## src/rtl/pipe_stage_reg.sv

```systemverilog
// pipe_stage_reg: elastic valid/ready pipeline register with optional two-entry skid,
// flush, NOP forcing of control bits on bubbles and a saturating bubble counter.
module pipe_stage_reg #(
   parameter int DATA_W = 123,
   parameter int CTRL_W = 16,
   parameter int SKID   = 1,
   parameter int CNT_W  = 16
) (
   input  logic              clk,
   input  logic              rst_n,
   input  logic              in_valid,
   output logic              in_ready,
   input  logic [CTRL_W-1:0] in_ctrl,
   input  logic [DATA_W-1:0] in_data,
   input  logic              flush,
   output logic              out_valid,
   input  logic              out_ready,
   output logic [CTRL_W-1:0] out_ctrl,
   output logic [DATA_W-1:0] out_data,
   output logic [1:0]        occupancy,
   output logic [CNT_W-1:0]  bubble_cnt
);
   localparam int W = CTRL_W + DATA_W;
   typedef enum logic [1:0] {EMPTY = 2'd0, ONE = 2'd1, FULL = 2'd2} state_t;
   state_t state_q, state_d;
   logic [W-1:0] main_q, main_d, skid_q, skid_d;
   logic ready_q, ready_d;
   logic [CNT_W-1:0] cnt_q, cnt_d;
   logic push, pop;
   assign out_valid  = state_q != EMPTY;
   assign in_ready   = (SKID != 0) ? ready_q : (!out_valid | out_ready);
   assign push       = in_valid & in_ready;
   assign pop        = out_valid & out_ready;
   assign out_ctrl   = out_valid ? main_q[W-1:DATA_W] : '0;
   assign out_data   = main_q[DATA_W-1:0];
   assign occupancy  = state_q;
   assign bubble_cnt = cnt_q;
   always_comb begin
      state_d = state_q;
      main_d  = main_q;
      skid_d  = skid_q;
      if (flush) state_d = EMPTY;
      else if (state_q == FULL) begin
         if (pop) begin
            state_d = ONE;
            main_d  = skid_q;
         end
      end else if (push) begin
         // Without SKID a push into ONE always coincides with a pop, so FULL is unreachable.
         if (state_q == ONE && !pop) begin
            state_d = FULL;
            skid_d  = {in_ctrl, in_data};
         end else begin
            state_d = ONE;
            main_d  = {in_ctrl, in_data};
         end
      end else if (pop) state_d = EMPTY;
      ready_d = state_d != FULL;
      cnt_d   = (out_ready && !out_valid && !(&cnt_q)) ? cnt_q + 1'b1 : cnt_q;
   end
   always_ff @(posedge clk) begin
      if (!rst_n) begin
         state_q <= EMPTY;
         main_q  <= '0;
         skid_q  <= '0;
         ready_q <= 1'b1;
         cnt_q   <= '0;
      end else begin
         state_q <= state_d;
         main_q  <= main_d;
         skid_q  <= skid_d;
         ready_q <= ready_d;
         cnt_q   <= cnt_d;
      end
   end
endmodule

```

## config.mk

```make
export PLATFORM = sky130hd
export DESIGN_NAME = pipe_stage_reg
export DESIGN_NICKNAME = d
export VERILOG_FILES = /design/src/rtl/pipe_stage_reg.sv
export SDC_FILE = /design/constraint.sdc
export NUM_CORES = 1
export LEC_CHECK = 0
export ABC_AREA = 1
export CAP_MARGIN = 20
export CORE_MARGIN = 5
export CORE_UTILIZATION = 46
export DETAILED_ROUTE_END_ITERATION = 10
export HOLD_SLACK_MARGIN = 0.03
export PLACE_DENSITY = 0.74
export SLEW_MARGIN = 30
export SYNTH_ARGS = -nofsm -noshare
export SYNTH_HDL_FRONTEND = slang
export SYNTH_SLANG_ARGS = --single-unit
```

## constraint.sdc

```tcl
create_clock -name clk -period 1.6 [get_ports clk]
set_input_delay 0.24 -clock clk [delete_from_list [all_inputs] [get_ports clk]]
set_output_delay 0.24 -clock clk [all_outputs]
set_load 0.01 [all_outputs]
```

==> summary.txt, run 1 <==
Run status
  • Status: finished, violations left
  • Failing checks: setup timing

Logic synthesis
  • Syn nets: 2072
  • Post-Syn Area: 0.0133 sq mm
  • Synth Flop Type: dfxtp_1
  • Yosys warning count: 0
  • Yosys reg bits: 297
  • Number of synthesized flops with an enable pin: 0
  • Sequential cell area fraction in the yosys report: 44.6%
  • Syn Area/Cell: 6.92 sq um
  • Netlist cell types: 25
  • Cells after Synth: 1927
  • Ys async rst share: 0%

Route
  • Via count: 13000
  • Drc violations: 0
  • DRT Pass-1 Iters: 5
  • Final ANT Viol Nets: 0
  • Iteration-0 DRC count of the detailed router: 1063
  • Routed len/inst: 16.3 um
  • Vias/cell: 5.11
  • Routed Wire Length: 41300 um

Die
  • Die Wd: 180 um
  • Die height: 180 um
  • Initial Utilization: 46.5%
  • Cell Rows: 62
  • Placeable Area: 0.0287 sq mm
  • DIE AREA: 0.0325 sq mm
  • Num ports: 303

Cells and area
  • Commonest non-fill, non-tap cell in the layout: nor2_1
  • Cell area after layout: 0.0187 sq mm
  • Commonest non-fill, non-tap cells in the layout: nor2_1, nand2_1, dfxtp_1, o21ai_0, clkdlybuf4s50_1
  • Layout Nets: 2273
  • Area grow syn2layout: 40.0%
  • Fill cells: 2415
  • Layout cells sized above 1: 16.5%

Setup path
  • Maximum cell stage delay along the critical path: 0.33 ns
  • Setup crit start kind: flip-flop
  • CP bufs+invs: 4
  • CP arrival: 1.44 ns
  • Cell Chain, Critical Path: inv_2 -> nand2_4 -> inv_8 -> buf_16 -> nor2_4 -> buf_6
  • Worst path required time: 1.36 ns
  • CP max FO: 8
  • CP max stage cell: dfxtp_2
  • CP Capture Type: output port
  • Top cell family by delay on the critical path: buffers and inverters
  • Register-to-register setup slack: -0.07 ns
  • WS Path Type: reg -> out

Place
  • Placed Area: 0.0161 sq mm
  • IO buf count: 302
  • Placer Congestion: 0.847
  • Post-DP HPWL: 24200 um

Clock tree
  • TritonCTS Sinks: 297
  • H-tree depth: 2
  • CTS tree: done
  • Max clock buf depth: 3
  • Root Driver: clkbuf_16
  • Clk pin slew, worst setup/hold paths: 0.06 ns
  • Clock Latency Late Sink: 0.50 ns
  • CTS Buf Count: 34

STA
  • Final setup vio count: 126
  • Final Hold Vio Count: 0
  • Minimum clock period: 1.68 ns
  • Worst rel slew slack: 55.6%
  • Least-Margin Pin Slew: 0.666 ns
  • Final Slew Violations: 0
  • Setup ws final: -0.0753 ns
  • F_max: 597 MHz
  • Setup Skew: 0.0174 ns
  • TNS Setup: -4.47 ns
  • RSZ-0062 raised after global routing: yes
  • Final worst-path cycle share: 105%

Global route
  • Initial antenna violation count: 3
  • Largest net degree at the start of global routing: 91
  • Vias in the first global route: 11800
  • Global-route wire length before repair: 61300 um
  • Overall routing resource usage: 22.4%
  • Grt ovf: 0

Power
  • LEAKAGE: 8.46 nW
  • Max VDD drop: 0.000678 V
  • Power per cell area: 972 mW/mm^2

Min path
  • HP Class: in -> reg

Run
  • Max-cap violations: 0
==> Yosys cell counts, types with 3 or more instances <==
master	n	area, sq um
buf_6	17	191
buf_4	136	1020
nand4_1	5	31.3
nor2_1	494	1850
nand2_1	402	1510
inv_2	5	18.8
inv_1	66	248
a21oi_1	65	325
xor2_1	4	35.0
clkbuf_1	49	184
buf_2	44	220
o21ai_0	290	1450
xnor2_1	3	26.3
nand3_1	12	60.1
dfxtp_1	297	5950
o21ai_1	28	140
==> worst reg2reg max path: stages (launching register included) <==
cell	delay, ns
dfxtp_2	0.32
inv_2	0.08
buf_6	0.11
nor2_4	0.05
buf_6	0.11
a21oi_4	0.20
nand2_8	0.15
buf_8	0.19
clkbuf_16	0.18
o21ai_2	0.12
a21oi_1	0.05
==> state kept, by name (all words and copies together) (netlist names) <==
name        cells
main_q        139
skid_q        139
bubble_cnt     16
occupancy       2
in_ready        1
==> where the power goes <==
group          switching (mW)  internal (mW)  total [mW]  leakage [nW]
sequential              0.189           7.71        7.90          2.42
clock                    3.02           4.64        7.66         0.548
combinational            1.31           1.26        2.58          5.48
total                    4.53           13.6        18.1          8.46
==> per-layer routing <==
| metal | vias to the layer above | wire length (um) | GRT usage, % |
|---|---|---|---|
| met5 | - | 0 | 0 |
| met4 | 0 | 1790 | 8.32 |
| met2 | 529 | 20000 | 38.3 |
| met1 | 5977 | 16600 | 28.0 |
| li1 | 6364 | - | - |
| met3 | 106 | 3000 | 4.66 |
==> worst paths after layout <==
path	start	to	cells after the start
hold reg to reg	skid_q[120]	skid_q[120]	2
setup reg to reg	occupancy[1]	main_q[136]	10
setup / recovery	occupancy[1]	out_ctrl[3]	6
hold / removal	in_data[56]	skid_q[56]	3
==> repair_timing <==
item / in CTS / in global routing
hold endpoints to repair: 2 / 0
endpoints found under the setup margin: 301 / 275
pin swaps: 5 / 27
setup buffers: 7 / 9
hold buffers: 1 / 0
gates cloned: 8 / 18
gates resized for setup: 375 / 219
==> cell type report <==
type / instances / area, sq um / area share [%]
Tap cell: 384 / 480 / 2.57
Clock inverter: 10 / 108 / 0.576
Clock buffer: 47 / 991 / 5.31
Sequential cell: 297 / 5950 / 31.9
Inverter: 72 / 302 / 1.61
Antenna cell: 4 / 10.0 / 0.0536
Timing Repair Buffer: 411 / 4530 / 24.2
Multi-Input combinational cell: 1312 / 6310 / 33.8
==> cells by family (layout without fill, tap and decap cells) <==
family | count (synthesis) | after routing | share of synthesized area, %
fa+ha+maj | 1 | 1 | 0.0937
other cells | 0 | 4 | 0
flops | 297 | 297 | 44.6
simple gates | 918 | 918 | 26.2
compound gates | 385 | 386 | 14.5
xor+xnor | 7 | 7 | 0.459
buf+inv | 319 | 540 | 14.2
==> stage by stage <==
step | total power, mW | hold WS [ns] | utilization, % | std cells | setup WS (ns)
after global routing | 18.8 | 0.360 | 65.1 | 2537 | -0.145
after floorplan | 9.25 | 0.328 | - | 1927 | 0.0363
after CTS | 17.9 | 0.332 | 61.6 | 2510 | -0.138
after detailed placement | 10.2 | 0.437 | 56.0 | 2437 | -0.343
final | 18.1 | 0.347 | 65.1 | 2537 | -0.0753
after global placement | 10.1 | 0.433 | 56.0 | 2437 | -0.288
Power figures use the tool's default switching activity.
==> run 2: changes to the inputs <==
ABC_AREA = unset   (was 1)
CORE_MARGIN = unset   (was 5)
==> run 2 against run 1 <==
  * The flow still finishes with violations (setup timing)
  * Combinational power increased by 12%
  * Clock skew is 0.0041 ns lower
  * Critical path depth rose by 3
  * Synthesized area up 2.6%
  * Global-route usage increased by 4.2 points
  * Count of clock-buffer cells in the layout shrank 4
  * Register-to-register slack got worse by 0.15 ns
  * Critical path type is now reg -> reg
  * Largest cell class unchanged
==> summary.txt, run 2 <==
Run status
  • Status: finished, violations left
  • Failing checks: setup timing

STA
  • Setup ws final: -0.222 ns (-0.147 ns)
  • Setup Skew: 0.0133 ns (-0.00412 ns)
  • RSZ-0062 raised after global routing: yes
  • Final Hold Vio Count: 0 (unchanged)
  • Worst rel slew slack: 69.9% (+14 points)
  • Final worst-path cycle share: 114% (+9.2 points)
  • Final setup vio count: 299 (+140%)
  • Least-Margin Pin Slew: 0.441 ns (-0.226 ns)
  • F_max: 549 MHz (-8.1%)
  • Minimum clock period: 1.82 ns (+0.147 ns)
  • Final Slew Violations: 0 (unchanged)

Global route
  • Overall routing resource usage: 26.6% (+4.2 points)
  • Met1 Usage GRT: 34.7% (+6.7 points)
  • Global-route wire length before repair: 65000 um (+6.1%)
  • Grt ovf: 0 (unchanged)
  • Vias in the first global route: 11800 (+0.30%)
  • Grt met3 use: 5.31% (+0.65 points)
  • Initial antenna violation count: 1 (-2)
  • Met2 Use GR: 44.6% (+6.4 points)
  • Largest net degree at the start of global routing: 74 (-19%)
  • Most used routing layer: met2

Die
  • Die Wd: 175 um (-3.2%)
  • Placeable Area: 0.0290 sq mm (+1.1%)
  • Die height: 175 um (-3.2%)
  • Initial Utilization: 47.2% (+0.69 points)
  • Num ports: 303 (unchanged)
  • Cell Rows: 62 (unchanged)
  • DIE AREA: 0.0305 sq mm (-6.4%)

Logic synthesis
  • Netlist cell types: 40 (+60%)
  • Yosys warning count: 0 (unchanged)
  • Synth area leaders: dfxtp_1, a21oi_1, mux2i_1
  • List of most frequent post-synthesis cells: dfxtp_1, nand2_1, a21oi_1
  • Most frequent cell after synthesis: dfxtp_1
  • Syn nets: 1644 (-21%)
  • Number of synthesized flops with an enable pin: 0 (unchanged)
  • Syn Area/Cell: 9.13 sq um (+32%)
  • Post-Syn Area: 0.0137 sq mm (+2.6%)
  • Yosys reg bits: 297 (unchanged)
  • Ys async rst share: 0% (unchanged)
  • Area leader, netlist: dfxtp_1
  • Synth Flop Type: dfxtp_1
  • Cells after Synth: 1499 (-22%)
  • Synth top area share: 43.4% (-1.1 points)
  • Sequential cell area fraction in the yosys report: 43.4% (-1.1 points)

Setup path
  • Register-to-register setup slack: -0.22 ns (-0.15 ns)
  • Most frequent CP cell: buf_12
  • Worst r2r path cells: 9 (-1)
  • CP arrival: 2.29 ns (+0.85 ns)
  • WS Path Type: reg -> reg
  • Setup crit start kind: flip-flop
  • CP max stage cell: dfxtp_4
  • Maximum cell stage delay along the critical path: 0.36 ns (+0.03 ns)
  • Cell Chain, Critical Path: buf_6 -> nor3b_4 -> nor3_4 -> buf_6 -> buf_12 -> buf_12 -> buf_12 -> a21oi_2 -> a211oi_1
  • Top cell family by delay on the critical path: buffers and inverters
  • CP bufs+invs: 5 (+1)
  • CP max FO: 6 (-2)
  • R2r endpoint: main_q[103]
  • Worst path required time: 2.06 ns (+0.70 ns)
  • CP Capture Type: flip-flop
  • Reg2reg start: occupancy[1]

Clock tree
  • Root Driver: clkbuf_16
  • Clk pin slew, worst setup/hold paths: 0.06 ns (about the same)
  • Clock Latency Late Sink: 0.56 ns (+0.06 ns)
  • CTS Buf Count: 31 (-8.8%)
  • CTS tree: done
  • TritonCTS Sinks: 297 (unchanged)
  • H-tree depth: 1 (-1)
  • CTS Hold Bufs: 0 (-1)
  • Max clock buf depth: 3 (unchanged)

Power
  • Pint: 13.3 mW (-2.3%)
  • Switch Pwr: 4.64 mW (+2.5%)
  • Sw frac: 25.9% (+0.91 points)
  • Seq pwr share: 43.9% (+0.3 points)
  • Max VDD drop: 0.000759 V (+12%)
  • Tot Pwr: 17.9 mW (-1.1%)
  • Power per cell area: 925 mW/mm^2 (-4.8%)
  • Combinational share of power: 16.2% (+2.0 points)
  • LEAKAGE: 8.17 nW (-3.4%)
  • Clk network pwr share: 39.9% (-2.3 points)

Place
  • Place WS: -0.425 ns (-0.0814 ns)
  • IO buf count: 302 (unchanged)
  • Post-DP HPWL: 25100 um (+3.6%)
  • Placer Congestion: 0.822 (-2.9%)

Route
  • Final ANT Viol Nets: 0 (unchanged)
  • Drc violations: 0 (unchanged)
  • Routed len/inst: 20.5 um (+26%)
  • Iteration-0 DRC count of the detailed router: 897 (-16%)
  • Vias/cell: 5.63 (+10%)
  • Via count: 12100 (-6.8%)
  • Routed Wire Length: 44100 um (+6.7%)
  • DRT Pass-1 Iters: 5 (unchanged)

Cells and area
  • Commonest non-fill, non-tap cells in the layout: nand2_1, dfxtp_1, a21oi_1, clkdlybuf4s50_1, dlygate4sd2_1
  • Area grow syn2layout: 41.7%
  • Core Util, Final: 66.9% (+1.8 points)
  • Fill cells: 2197 (-9.0%)
  • Layout Nets: 1886 (-17%)
  • Layout cells sized above 1: 26.6% (+10 points)

Min path
  • Worst hold stages: 3 (unchanged)
  • Hold Path End: skid_q[93]
  • Worst Hold Launch: in_data[93]
  • HP Class: in -> reg

Run
  • Max-cap violations: 0 (unchanged)
## run 2: cell count changes in the layout (fill, tap and decap cells not counted), moves of 107 or more
cell / previous run / this run
mux2i_1: 0 / 132
a21oi_1: 61 / 232
o21ai_0: 183 / 3
a211oi_2: 0 / 134
nand2_1: 398 / 291
nor2_1: 436 / 2
## run 2: layer usage
layer,up-vias,routed length [um]
li1,5629,-
met1,5883,19000
met2,506,20800
met3,82,3280
met4,0,1040
met5,-,0
## run 2: stage by stage
stage / instances / hold slack [ns] / TNS [ns] / cell area [sq um]
final: 2148 / 0.259 / -33.27 / 19400
after global routing: 2147 / 0.256 / -53.16 / 19400
after CTS: 2132 / 0.242 / -17.33 / 18800
after detailed placement: 2029 / 0.446 / -97.33 / 16700
after global placement: 2029 / 0.441 / -89.67 / 16700
after floorplan: 1499 / 0.376 / 0 / 13700
## run 2: cells by family after synthesis
group	count (synthesis)	synth area share, %
compound gates	452	23.6
fa+ha+maj	1	0.0914
buf+inv	255	11.6
flops	297	43.4
mux	142	10.4
simple gates	352	11.0
## run 2: worst max path at each step
stage             endpoint  depth (start not counted)    startpoint  slack, ns
2_1_floorplan  skid_q[128]                          7  occupancy[0]       0.01
3_3_place_gp    main_q[10]                          6     out_ready      -0.36
3_5_place_dp     main_q[9]                          6     out_ready      -0.42
4_1_cts        main_q[113]                         10  occupancy[0]      -0.20
5_1_grt         main_q[46]                          8  occupancy[0]      -0.28
6_report       main_q[103]                          9  occupancy[1]      -0.22
## run 2: worst register-to-register path: stages, from the launching register on
cell and delay [ns]:
dfxtp_4 0.36, buf_6 0.12, nor3b_4 0.15, nor3_4 0.27
buf_6 0.20, buf_12 0.13, buf_12 0.11, buf_12 0.14
a21oi_2 0.06, a211oi_1 0.20
## run 2: final cells by class
type / count / area, sq um / share of cell area [%]
Clock buffer: 43 / 921 / 4.75
Multi-Input combinational cell: 949 / 6860 / 35.3
Tap cell: 384 / 480 / 2.48
Sequential cell: 297 / 5960 / 30.7
Clock inverter: 12 / 95.1 / 0.490
Timing Repair Buffer: 459 / 5070 / 26.1
Inverter: 3 / 18.8 / 0.0967
Antenna cell: 1 / 2.50 / 0.0129
## run 2: what timing repair did
action / in CTS / in global routing
resized for setup: 335 / 88
setup buffers: 28 / 10
pin swaps: 20 / 26
endpoints found under the setup margin: 267 / 315
gates cloned: 21 / 7
## run 2: power by group through the flow
stage	clock, mW	combinational (mW)	sequential, mW
3_5_place_dp	0	2.45	8.02
6_report	7.16	2.90	7.89
5_1_grt	7.57	3.05	7.91
3_3_place_gp	0	2.40	8.02
4_1_cts	7.21	2.73	7.86
2_1_floorplan	0	1.50	7.97
